## config.mk

```make
export PLATFORM = sky130hd
export DESIGN_NAME = ciccio_demux
export DESIGN_NICKNAME = d
export VERILOG_FILES = /design/src/rtl/ciccio_pkg.sv /design/src/rtl/ciccio_slot.sv /design/src/rtl/ciccio_demux.sv
export SDC_FILE = /design/constraint.sdc
export NUM_CORES = 1
export LEC_CHECK = 0
export ABC_AREA = 1
export CAP_MARGIN = 20
export CORE_UTILIZATION = 50
export CTS_BUF_LIST = sky130_fd_sc_hd__clkbuf_16
export DETAILED_ROUTE_END_ITERATION = 10
export MAX_ROUTING_LAYER = met4
export PLACE_DENSITY = 0.89
export SYNTH_ARGS = -nofsm -noshare
export SYNTH_HDL_FRONTEND = slang
export SYNTH_SLANG_ARGS = --single-unit
```

## constraint.sdc

```tcl
create_clock -name clk -period 2.91 [get_ports clk]
set_input_delay 0.291 -clock clk [delete_from_list [all_inputs] [get_ports clk]]
set_output_delay 0.291 -clock clk [all_outputs]
set_load 0.02 [all_outputs]
```

## src/rtl/ciccio_pkg.sv

```systemverilog
// rtl/ciccio_pkg.sv - shared slot state type and default sizing for the ciccio demux
//   exports: slot_state_e (EMPTY, FULL), DEFAULT_WIDTH, DEFAULT_CNT_W
package ciccio_pkg;

  localparam int DEFAULT_WIDTH = 8;
  localparam int DEFAULT_CNT_W = 8;

  typedef enum logic {
    EMPTY = 1'b0,
    FULL  = 1'b1
  } slot_state_e;

endpackage

```

## src/rtl/ciccio_slot.sv

```systemverilog
// rtl/ciccio_slot.sv - one-entry output register slot with delivered-word counter
//   clk, reset       : clock, asynchronous active-high reset
//   load, load_data  : write a word into the slot this cycle
//   can_load         : slot can take a word this cycle (empty, or draining now)
//   out_valid/ready  : downstream handshake; out_data holds the slot payload
//   cnt              : words delivered downstream, wraps at 2^CNT_W
module ciccio_slot
  import ciccio_pkg::*;
#(
  parameter int WIDTH = DEFAULT_WIDTH,
  parameter int CNT_W = DEFAULT_CNT_W
) (
  input  logic             clk,
  input  logic             reset,
  input  logic             load,
  input  logic [WIDTH-1:0] load_data,
  input  logic             out_ready,
  output logic             can_load,
  output logic             out_valid,
  output logic [WIDTH-1:0] out_data,
  output logic [CNT_W-1:0] cnt
);

  slot_state_e state;
  slot_state_e state_nxt;
  logic        drain;

  always_ff @(posedge clk or posedge reset) begin
    if (reset) begin
      state <= EMPTY;
    end else begin
      state <= state_nxt;
    end
  end

  // A slot that drains this cycle can be refilled in the same cycle, so
  // a steady stream passes with no bubble.
  always_comb begin
    state_nxt = state;
    drain     = (state == FULL) && out_ready;
    can_load  = (state == EMPTY) || out_ready;
    case (state)
      EMPTY:   if (load) state_nxt = FULL;
      FULL:    if (drain && !load) state_nxt = EMPTY;
      default: state_nxt = EMPTY;
    endcase
  end

  always_ff @(posedge clk or posedge reset) begin
    if (reset) begin
      out_data <= '0;
    end else if (load) begin
      out_data <= load_data;
    end
  end

  always_ff @(posedge clk or posedge reset) begin
    if (reset) begin
      cnt <= '0;
    end else if (drain) begin
      cnt <= cnt + 1'b1;
    end
  end

  assign out_valid = (state == FULL);

endmodule

```

## src/rtl/ciccio_demux.sv

```systemverilog
// rtl/ciccio_demux.sv - 1-to-2 stream demultiplexer with a register slot per output
//   clk, reset                         : clock, asynchronous active-high reset
//   io_in_valid/ready/data, io_sel     : upstream word and its destination (0 -> out0, 1 -> out1)
//   io_outN_valid/ready/data           : downstream handshake per output
//   io_cntN                            : words delivered on output N
module ciccio_demux
  import ciccio_pkg::*;
#(
  parameter int WIDTH = DEFAULT_WIDTH,
  parameter int CNT_W = DEFAULT_CNT_W
) (
  input  logic             clk,
  input  logic             reset,
  input  logic             io_in_valid,
  output logic             io_in_ready,
  input  logic [WIDTH-1:0] io_in_data,
  input  logic             io_sel,
  output logic             io_out0_valid,
  input  logic             io_out0_ready,
  output logic [WIDTH-1:0] io_out0_data,
  output logic             io_out1_valid,
  input  logic             io_out1_ready,
  output logic [WIDTH-1:0] io_out1_data,
  output logic [CNT_W-1:0] io_cnt0,
  output logic [CNT_W-1:0] io_cnt1
);

  logic can_load0;
  logic can_load1;
  logic in_xfer;

  // Ready looks only at the addressed slot, so a stalled output never
  // blocks traffic headed for the other one.
  assign io_in_ready = !reset && (io_sel ? can_load1 : can_load0);
  assign in_xfer     = io_in_valid && io_in_ready;

  ciccio_slot #(
    .WIDTH(WIDTH),
    .CNT_W(CNT_W)
  ) u_slot0 (
    .clk       (clk),
    .reset     (reset),
    .load      (in_xfer && !io_sel),
    .load_data (io_in_data),
    .out_ready (io_out0_ready),
    .can_load  (can_load0),
    .out_valid (io_out0_valid),
    .out_data  (io_out0_data),
    .cnt       (io_cnt0)
  );

  ciccio_slot #(
    .WIDTH(WIDTH),
    .CNT_W(CNT_W)
  ) u_slot1 (
    .clk       (clk),
    .reset     (reset),
    .load      (in_xfer && io_sel),
    .load_data (io_in_data),
    .out_ready (io_out1_ready),
    .can_load  (can_load1),
    .out_valid (io_out1_valid),
    .out_data  (io_out1_data),
    .cnt       (io_cnt1)
  );

endmodule

```

# Word level (Yosys, flattened, before mapping)
# Cells that the tools add are included.
# W data, S select, Z words.
totals:
  out_inout_bits: 35
  inputBits: 14
  ff_bits: 34
op_classes:
  muxes: 7
  n_reduce_logical: 14
  n_addsub: 2
  bitwise_logic: 2
ops:
  columns: ["operator", "n"]
  rows:
  - ["$add A8 B1 Y8 const B", 2]
  - ["$logic_and A1 B1 Y1", 8]
  - ["$mux W1", 5]
  - ["$logic_not A1 Y1", 4]
  - ["$pmux W1 S2", 2]
  - ["$logic_or A1 B1 Y1", 2]
  - ["$not A1 Y1", 2]

# Logic depth before layout (Yosys ltp)
# Gate-level depths: netlist of the first run.
depth:
  depth_word: 10
  depth_mapped: 8

# By module
# From an unflattened synthesis of the first run, not the netlist that was laid out.
unflattened:
  hier_cells: 175
  area_unflattened_um2: 1537.7
by_module_without_submodules:
  columns: ["module", "cells_per_inst", "instances", "seq_area_each_um2", "area_per_inst_um2"]
  rows:
  - ["ciccio_slot", 83, 2, 425.4, 748.2]
  - ["ciccio_demux", 9, 1, 0.0, 41.3]

# Least setup slack after synthesis of the first run
# OpenSTA, ideal clock, no wires.
synth_timing:
  path_kind: "register -> register"
  startpoint: "reg u_slot1.cnt[0]"
  endpoint: "reg u_slot1.cnt[6]"
  stages_incl_launch_ff: 9
  n_path_buf: 0
  path_slack_ps: 1617
  arrival_time_ps: 1180
  t_required_ps: 2797
  period_less_slack_ps: 1293
  cell_sequence: "dfrtp_1 -> ha_1 -> inv_1 -> nor2_2 -> nand3_2 -> nor2_1 -> nand2_1 -> nand2_1 -> inv_1"
synth_via:
  elab_chain_len: 1
synth_lines:
  columns: ["element", "line_no", "source"]
  rows:
  - ["from (decl)", "ciccio_slot.sv:21", "output logic [CNT_W-1:0] cnt"]
  - ["from (signal assigned)", "ciccio_slot.sv:61", "cnt <= cnt + 1'b1;"]
  - ["$add A8 B1 Y8", "ciccio_slot.sv:61", null]
# No other way between the ends.
# A chain may end at the register's enable or synchronous reset.

# Final worst setup path of the first run
layout_timing:
  startpoint: "in io_sel"
  endpoint: "out io_in_ready"
layout_via:
  elab_chain_len: 2
layout_lines:
  columns: ["element", "line_no", "source"]
  rows:
  - ["from (decl)", "ciccio_demux.sv:17", "input logic io_sel,"]
  - ["$mux W1", "ciccio_demux.sv:34", "assign io_in_ready = !reset && (io_sel ? can_load1 : can_load0);"]
  - ["$logic_and A1 B1 Y1", "ciccio_demux.sv:34", null]
  - ["to (decl)", "ciccio_demux.sv:15", "output logic io_in_ready,"]
# No other way between the ends.

==> results of run 1 <==
[per-layer routing]
metal	track usage	routed length, um	part of all wire	up-vias
met5	-	0	0	-
met4	0.0884	36	0.012	0
met3	0.0786	158	0.051	4
met2	0.338	1530	0.49	39
met1	0.250	1410	0.45	578
li1	-	-	-	651
[cell families after synthesis]
family	synth area share
flip-flops	0.524
AND/OR/NAND/NOR	0.295
XOR/XNOR	0.0378
AO/OA/AOI/OAI	0.0463
buffers and inverters	0.0817
adder cells (fa/ha/maj)	0.0154
[cell type report]
class,instances,area share
clock inverter,3,0.00493
sequential,34,0.373
inverter,26,0.0499
tap,44,0.0241
clock buffer,5,0.0548
multi-input combinational,112,0.280
timing repair buffer,49,0.214
[worst min-delay path: stages (launching register included)]
cell     delay (ns)
dfrtp_1        0.34
nand2_1        0.06
o21ai_2        0.04
[report_power, final]
group | leakage (nW) | total [W] | internal [W] | switching (W)
Sequential | 0.432 | 0.000658 | 0.000569 | 0.0000896
Combinational | 0.604 | 0.000524 | 0.000250 | 0.000274
Clock | 0.0663 | 0.000487 | 0.000307 | 0.000180
Total | 1.10 | 0.00167 | 0.00113 | 0.000543
[how the worst min path moves through the flow]
stage	end	slack, ns	cells past startpoint
after floorplan	u_slot0.cnt[0]$_DFFE_PP0N_	0.16	1
final	u_slot1.out_data[2]$_DFFE_PP0P_	0.48	2
after detailed placement	u_slot0.out_data[2]$_DFFE_PP0P_	0.46	2
after global routing	u_slot0.out_data[0]$_DFFE_PP0P_	0.50	2
after global placement	u_slot0.out_data[1]$_DFFE_PP0P_	0.46	2
after CTS	u_slot1.out_data[2]$_DFFE_PP0P_	0.48	2
[registers in the layout (all words and copies together), names as in the netlist]
| register | count |
|---|---|
| u_slot0.cnt | 8 |
| u_slot0.out_data | 8 |
| u_slot0.out_valid | 1 |
| u_slot1.cnt | 8 |
| u_slot1.out_data | 8 |
| u_slot1.out_valid | 1 |
[stage by stage]
stage                     setup slack (ns)  cell area, um2  power [W]
after CTS                            0.786            2280    0.00168
after global placement               0.805            2150    0.00117
after floorplan                       1.62            1620   0.000937
final                                0.788            2280    0.00167
after global routing                 0.729            2280    0.00176
after detailed placement             0.793            2150    0.00119
[synth_stat cells]
cell type / n / area share
buf_4: 1 / 0.0046
buf_6: 1 / 0.0069
bufinv_8: 1 / 0.011
dfrtp_1: 34 / 0.52
ha_1: 2 / 0.015
inv_1: 20 / 0.046
inv_2: 4 / 0.0092
inv_4: 1 / 0.0039
nand2_1: 57 / 0.13
nand2_2: 5 / 0.019
nand3_1: 5 / 0.015
nand3_2: 1 / 0.0062
nand3_4: 1 / 0.011
nand4_1: 9 / 0.035
nand4_4: 1 / 0.013
nor2_1: 9 / 0.021
nor2_2: 2 / 0.0077
nor2_8: 1 / 0.012
nor3_2: 2 / 0.012
nor3_4: 1 / 0.010
o21ai_1: 1 / 0.0031
o21ai_2: 8 / 0.043
xnor2_1: 4 / 0.022
xor2_1: 3 / 0.016
==> run_results.csv, run 1 <==
group,metric,value,unit
run_status,outcome,"complete, no violations",
yosys,yosysSeqAreaShare,0.524,
sta,maxSlewHeadroom,0.702,
clocking,post-cts-setup-buffer-count,0,
sta,rsz0062_at_grt,"false",
setup_path,cp-start-kind,"primary input",
sta,finalSetupViolations,0,
setup_path,path_depth,5,
setup_path,crit_end,"io_in_ready",
floorplan,die_height,59.0,um
layout,regArea,851,um2
detailed_routing,routedWlPerCell,11.5,um
layout,multiInputGateArea,639,um2
setup_path,crit_chain,"clkdlybuf4s50_1, nand3_1, nand2_2, nor2_8, clkdlybuf4s50_1",
setup_path,endpoint_kind,"output port",
layout,fill_cells,224,
clocking,cts_max_level,2,
floorplan,rows,20,
placement,placedCellCount,265,
clocking,cts-resized-gates,0,
yosys,syn_area_per_cell,9.33,um2
layout,fin_cells,273,
floorplan,die_area,3480,um2
yosys,ys_ff_latch,34,
detailed_routing,drtPass1Iterations,4,
detailed_routing,drtAntennaViolNets,0,
clocking,cts_tree,"built",
floorplan,initial_utilization,0.527,
detailed_routing,drc,0,
power_and_ir_drop,irDropWorstVdd,0.000540,V
layout,final_common_cell,"nand2_1",
sta,finalCritPeriodShare,0.729,
setup_path,cp_data_required_time,2.62,ns
floorplan,core,3080,um2
global_route,grt_pass1_vias,1206,
sta,tns,0,ns
setup_path,worst-setup-path-type,"in -> out",
yosys,synth_nets,190,
setup_path,worstReg2RegStart,"u_slot1.cnt[0]$_DFFE_PP0N_",
detailed_routing,vias,1272,
yosys,synth.distinct_cells,24,
detailed_routing,via_per_inst,4.66,
power_and_ir_drop,power.density,731,nW/um2
floorplan,fp.dieW,59.0,um
layout,layout_common_cells,"nand2_1, clkdlybuf4s50_1, dfrtp_1",
layout,area_growth,40.7,%
clocking,clk_pin_slew,0.05,ns
global_route,grt_first_pass_wirelength,5190,um
setup_path,crit_arrival,1.83,ns
worst_hold_path,hp-class,"reg -> reg",
flow_run,drv_cap,0,
sta,min_period,2.12,ns
global_route,grt_use_total,0.215,
yosys,netlist_area,1620,um2
setup_path,reg2reg_to,"u_slot1.cnt[6]$_DFFE_PP0N_",
setup_path,reg2reg_slack,1.69,ns
global_route,overflow,0,
layout,diodes,0,
sta,fmax,471,MHz
clocking,cts_root_buf,"clkbuf_16",
setup_path,worst-path-buf-inv,2,
sta,hold_viol,0,
sta,fin_skew,0.00382,ns
placement,gp_congestion,0.758,
sta,slew_violations,0,
setup_path,cpLargestDelayFamily,"buffers and inverters",
global_route,antenna_found_initial,0,
setup_path,cp_common_cell,"clkdlybuf4s50_1",
setup_path,cp_slowest_cell,"clkdlybuf4s50_1",
worst_hold_path,hp-start,"u_slot1.out_data[2]$_DFFE_PP0P_",
clocking,clk_latency,0.27,ns
setup_path,rr_worst_depth,8,
clocking,cts.path.max_buffers,2,
yosys,yosysWarnings,0,
clocking,cts_sinks,34,
layout,nets,244,
sta,worstMarginPinSlew,0.446,ns
detailed_routing,drtIter0Drc,30,
placement,dp_hpwl,2200,um
power_and_ir_drop,leakagePower,1.10,nW
setup_path,cp-startpoint,"io_sel",
sta,worst_hold_slack,0.479,ns
floorplan,pin_count,49,
placement,io_buffers,48,
detailed_routing,routed_wl,3130,um
setup_path,cp_max_fo,10,
layout,layout-drive-gt1-share,0.148,
layout,final_util,0.742,
global_route,grt_max_degree,36,
clocking,hold_buffers,0,
setup_path,crit_path_max_incr_delay,0.63,ns
clocking,numCtsBuffers,5,
yosys,synthCells,174,
(Power assumes the default switching activity.)
==> run 2, diff against run 1 <==
--- a/config.mk
+++ b/config.mk
@@ -7,11 +7,11 @@
 export LEC_CHECK = 0
 export ABC_AREA = 1
 export CAP_MARGIN = 20
-export CORE_UTILIZATION = 50
+export CORE_UTILIZATION = 46
 export CTS_BUF_LIST = sky130_fd_sc_hd__clkbuf_16
 export DETAILED_ROUTE_END_ITERATION = 10
 export MAX_ROUTING_LAYER = met4
-export PLACE_DENSITY = 0.89
+export PLACE_DENSITY = 0.84
 export SYNTH_ARGS = -nofsm -noshare
 export SYNTH_HDL_FRONTEND = slang
 export SYNTH_SLANG_ARGS = --single-unit
==> constraint.sdc (replaced) <==
create_clock -name clk -period 2.1 [get_ports clk]
set_input_delay 0.21 -clock clk [delete_from_list [all_inputs] [get_ports clk]]
set_output_delay 0.21 -clock clk [all_outputs]
set_load 0.02 [all_outputs]
==> run_results.csv, run 2 (synthesis results as in run 1) <==
group,metric,value,unit
setup_path,cpLargestDelayFamily,"buffers and inverters",
power_and_ir_drop,seqPwrFrac,0.392,
sta,hold_viol,0,
floorplan,core,3360,um2
power_and_ir_drop,power.density,1010,nW/um2
setup_path,cp_common_cell,"clkdlybuf4s50_1",
floorplan,die_area,3770,um2
sta,slew_violations,0,
setup_path,cp_data_required_time,1.89,ns
sta,min_period,1.91,ns
clocking,cts.path.max_buffers,2,
flow_run,drv_cap,0,
layout,diodes,0,
setup_path,cp_max_fo,4,
floorplan,fp.dieW,61.4,um
sta,finalSetupViolations,0,
detailed_routing,via_per_inst,4.71,
setup_path,crit_chain,"clkdlybuf4s50_1, nand3_1, nand2_2, nor2_8, clkdlybuf4s50_1",
global_route,antenna_found_initial,0,
sta,fin_skew,0.00345,ns
clocking,post-cts-setup-buffer-count,0,
layout,design_area,2300,um2
setup_path,cp_slowest_cell,"clkdlybuf4s50_1",
detailed_routing,routed_wl,3200,um
detailed_routing,drtIter0Drc,86,
detailed_routing,routedWlPerCell,11.6,um
clocking,numCtsBuffers,5,
global_route,grt_max_degree,35,
clocking,clk_latency,0.28,ns
power_and_ir_drop,p_switching,0.000758,W
global_route,grt_first_pass_wirelength,5190,um
clocking,hold_buffers,0,
floorplan,initial_utilization,0.483,
sta,fmax,525,MHz
power_and_ir_drop,clkPwrFrac,0.294,
run_status,outcome,"complete, no violations",
setup_path,endpoint_kind,"output port",
layout,nets,246,
placement,dp_hpwl,2390,um
clocking,cts-resized-gates,0,
setup_path,cp-start-kind,"primary input",
layout,final_common_cell,"nand2_1",
placement,placed_area,2160,um2
sta,tns,0,ns
setup_path,worst-path-buf-inv,2,
sta,maxSlewHeadroom,0.720,
layout,layout-drive-gt1-share,0.160,
global_route,overflow,0,
setup_path,crit_arrival,1.70,ns
detailed_routing,drc,0,
detailed_routing,vias,1305,
detailed_routing,drtAntennaViolNets,0,
power_and_ir_drop,p_sw_frac,0.326,
clocking,clk_pin_slew,0.05,ns
floorplan,pin_count,49,
global_route,grt_pass1_vias,1188,
setup_path,worst-setup-path-type,"in -> out",
floorplan,rows,21,
placement,io_buffers,48,
sta,rsz0062_at_grt,"false",
placement,gp_congestion,0.785,
layout,area_growth,41.9,%
power_and_ir_drop,intPower,0.00156,W
clocking,cts_root_buf,"clkbuf_16",
sta,worstMarginPinSlew,0.421,ns
power_and_ir_drop,combPwrFrac,0.313,
detailed_routing,drtPass1Iterations,4,
power_and_ir_drop,irDropWorstVdd,0.000669,V
global_route,grt_use_total,0.206,
floorplan,die_height,61.4,um
clocking,cts_sinks,34,
sta,finalCritPeriodShare,0.908,
layout,layout_common_cells,"nand2_1, clkdlybuf4s50_1, dfrtp_1",
setup_path,crit_path_max_incr_delay,0.61,ns
power_and_ir_drop,leakagePower,1.12,nW
layout,fill_cells,292,
worst_hold_path,hp-class,"in -> async",
clocking,cts_tree,"built",
clocking,cts_max_level,2,
## run 2: cell count changes in the layout (fill, tap and decap cells not counted), sizes merged
| cell | previous run | this run |
|---|---|---|
| inv | 25 | 26 |
| clkinv | 3 | 2 |
| buf | 1 | 3 |
## run 2: tightest hold or removal path: stages
cell and delay [ns]:
clkdlybuf4s50_1 0.45, inv_4 0.09, buf_4 0.38
## run 2: through the flow
step | worst slack, ns | cells | hold WS [ns] | util | total power [W]
after detailed placement | 0.187 | 269 | 0.463 | 0.644 | 0.00165
after global routing | 0.147 | 277 | 0.497 | 0.685 | 0.00245
final | 0.194 | 277 | 0.431 | 0.685 | 0.00232
after global placement | 0.215 | 269 | 0.461 | 0.644 | 0.00163
after floorplan | 0.807 | 174 | 0.0788 | - | 0.00130
after CTS | 0.182 | 277 | 0.445 | 0.685 | 0.00235
## run 2: worst paths after layout
path / from / cells past startpoint / slack, ns / end
min in group clk: u_slot0.out_data[5]$_DFFE_PP0P_ / 2 / 0.47 / u_slot0.out_data[5]$_DFFE_PP0P_
worst max-delay path: io_sel / 5 / 0.19 / io_in_ready
worst max register to register: u_slot1.cnt[0]$_DFFE_PP0N_ / 8 / 0.83 / u_slot1.cnt[6]$_DFFE_PP0N_
worst min-delay path: reset / 3 / 0.43 / u_slot0.cnt[1]$_DFFE_PP0N_
worst min register to register: u_slot0.out_data[5]$_DFFE_PP0P_ / 2 / 0.47 / u_slot0.out_data[5]$_DFFE_PP0P_
max in group asynchronous: reset / 3 / 1.37 / u_slot1.cnt[5]$_DFFE_PP0N_
## run 2: final cells by class
cell class | instances | area, um2 | share of cell area
timing repair buffer | 51 | 503 | 0.218
clock inverter | 3 | 12.5 | 0.00543
clock buffer | 5 | 125 | 0.0543
tap | 46 | 57.6 | 0.0250
multi-input combinational | 112 | 639 | 0.278
sequential | 34 | 851 | 0.370
inverter | 26 | 114 | 0.0495
## run 2: power groups by stage
stage	Clock, W	Combinational [W]	Sequential [W]
CTS	0.000705	0.000736	0.000914
global placement	0	0.000716	0.000918
detailed placement	0	0.000733	0.000920
global route	0.000732	0.000793	0.000930
floorplan	0	0.000232	0.00107
finish	0.000684	0.000727	0.000911
## run 2: metal layers
| layer | routed length, um | track usage | up-vias |
|---|---|---|---|
| li1 | - | - | 653 |
| met1 | 1450 | 0.251 | 602 |
| met2 | 1520 | 0.306 | 45 |
| met3 | 157 | 0.0567 | 5 |
| met4 | 76 | 0.124 | 0 |
| met5 | 0 | - | - |
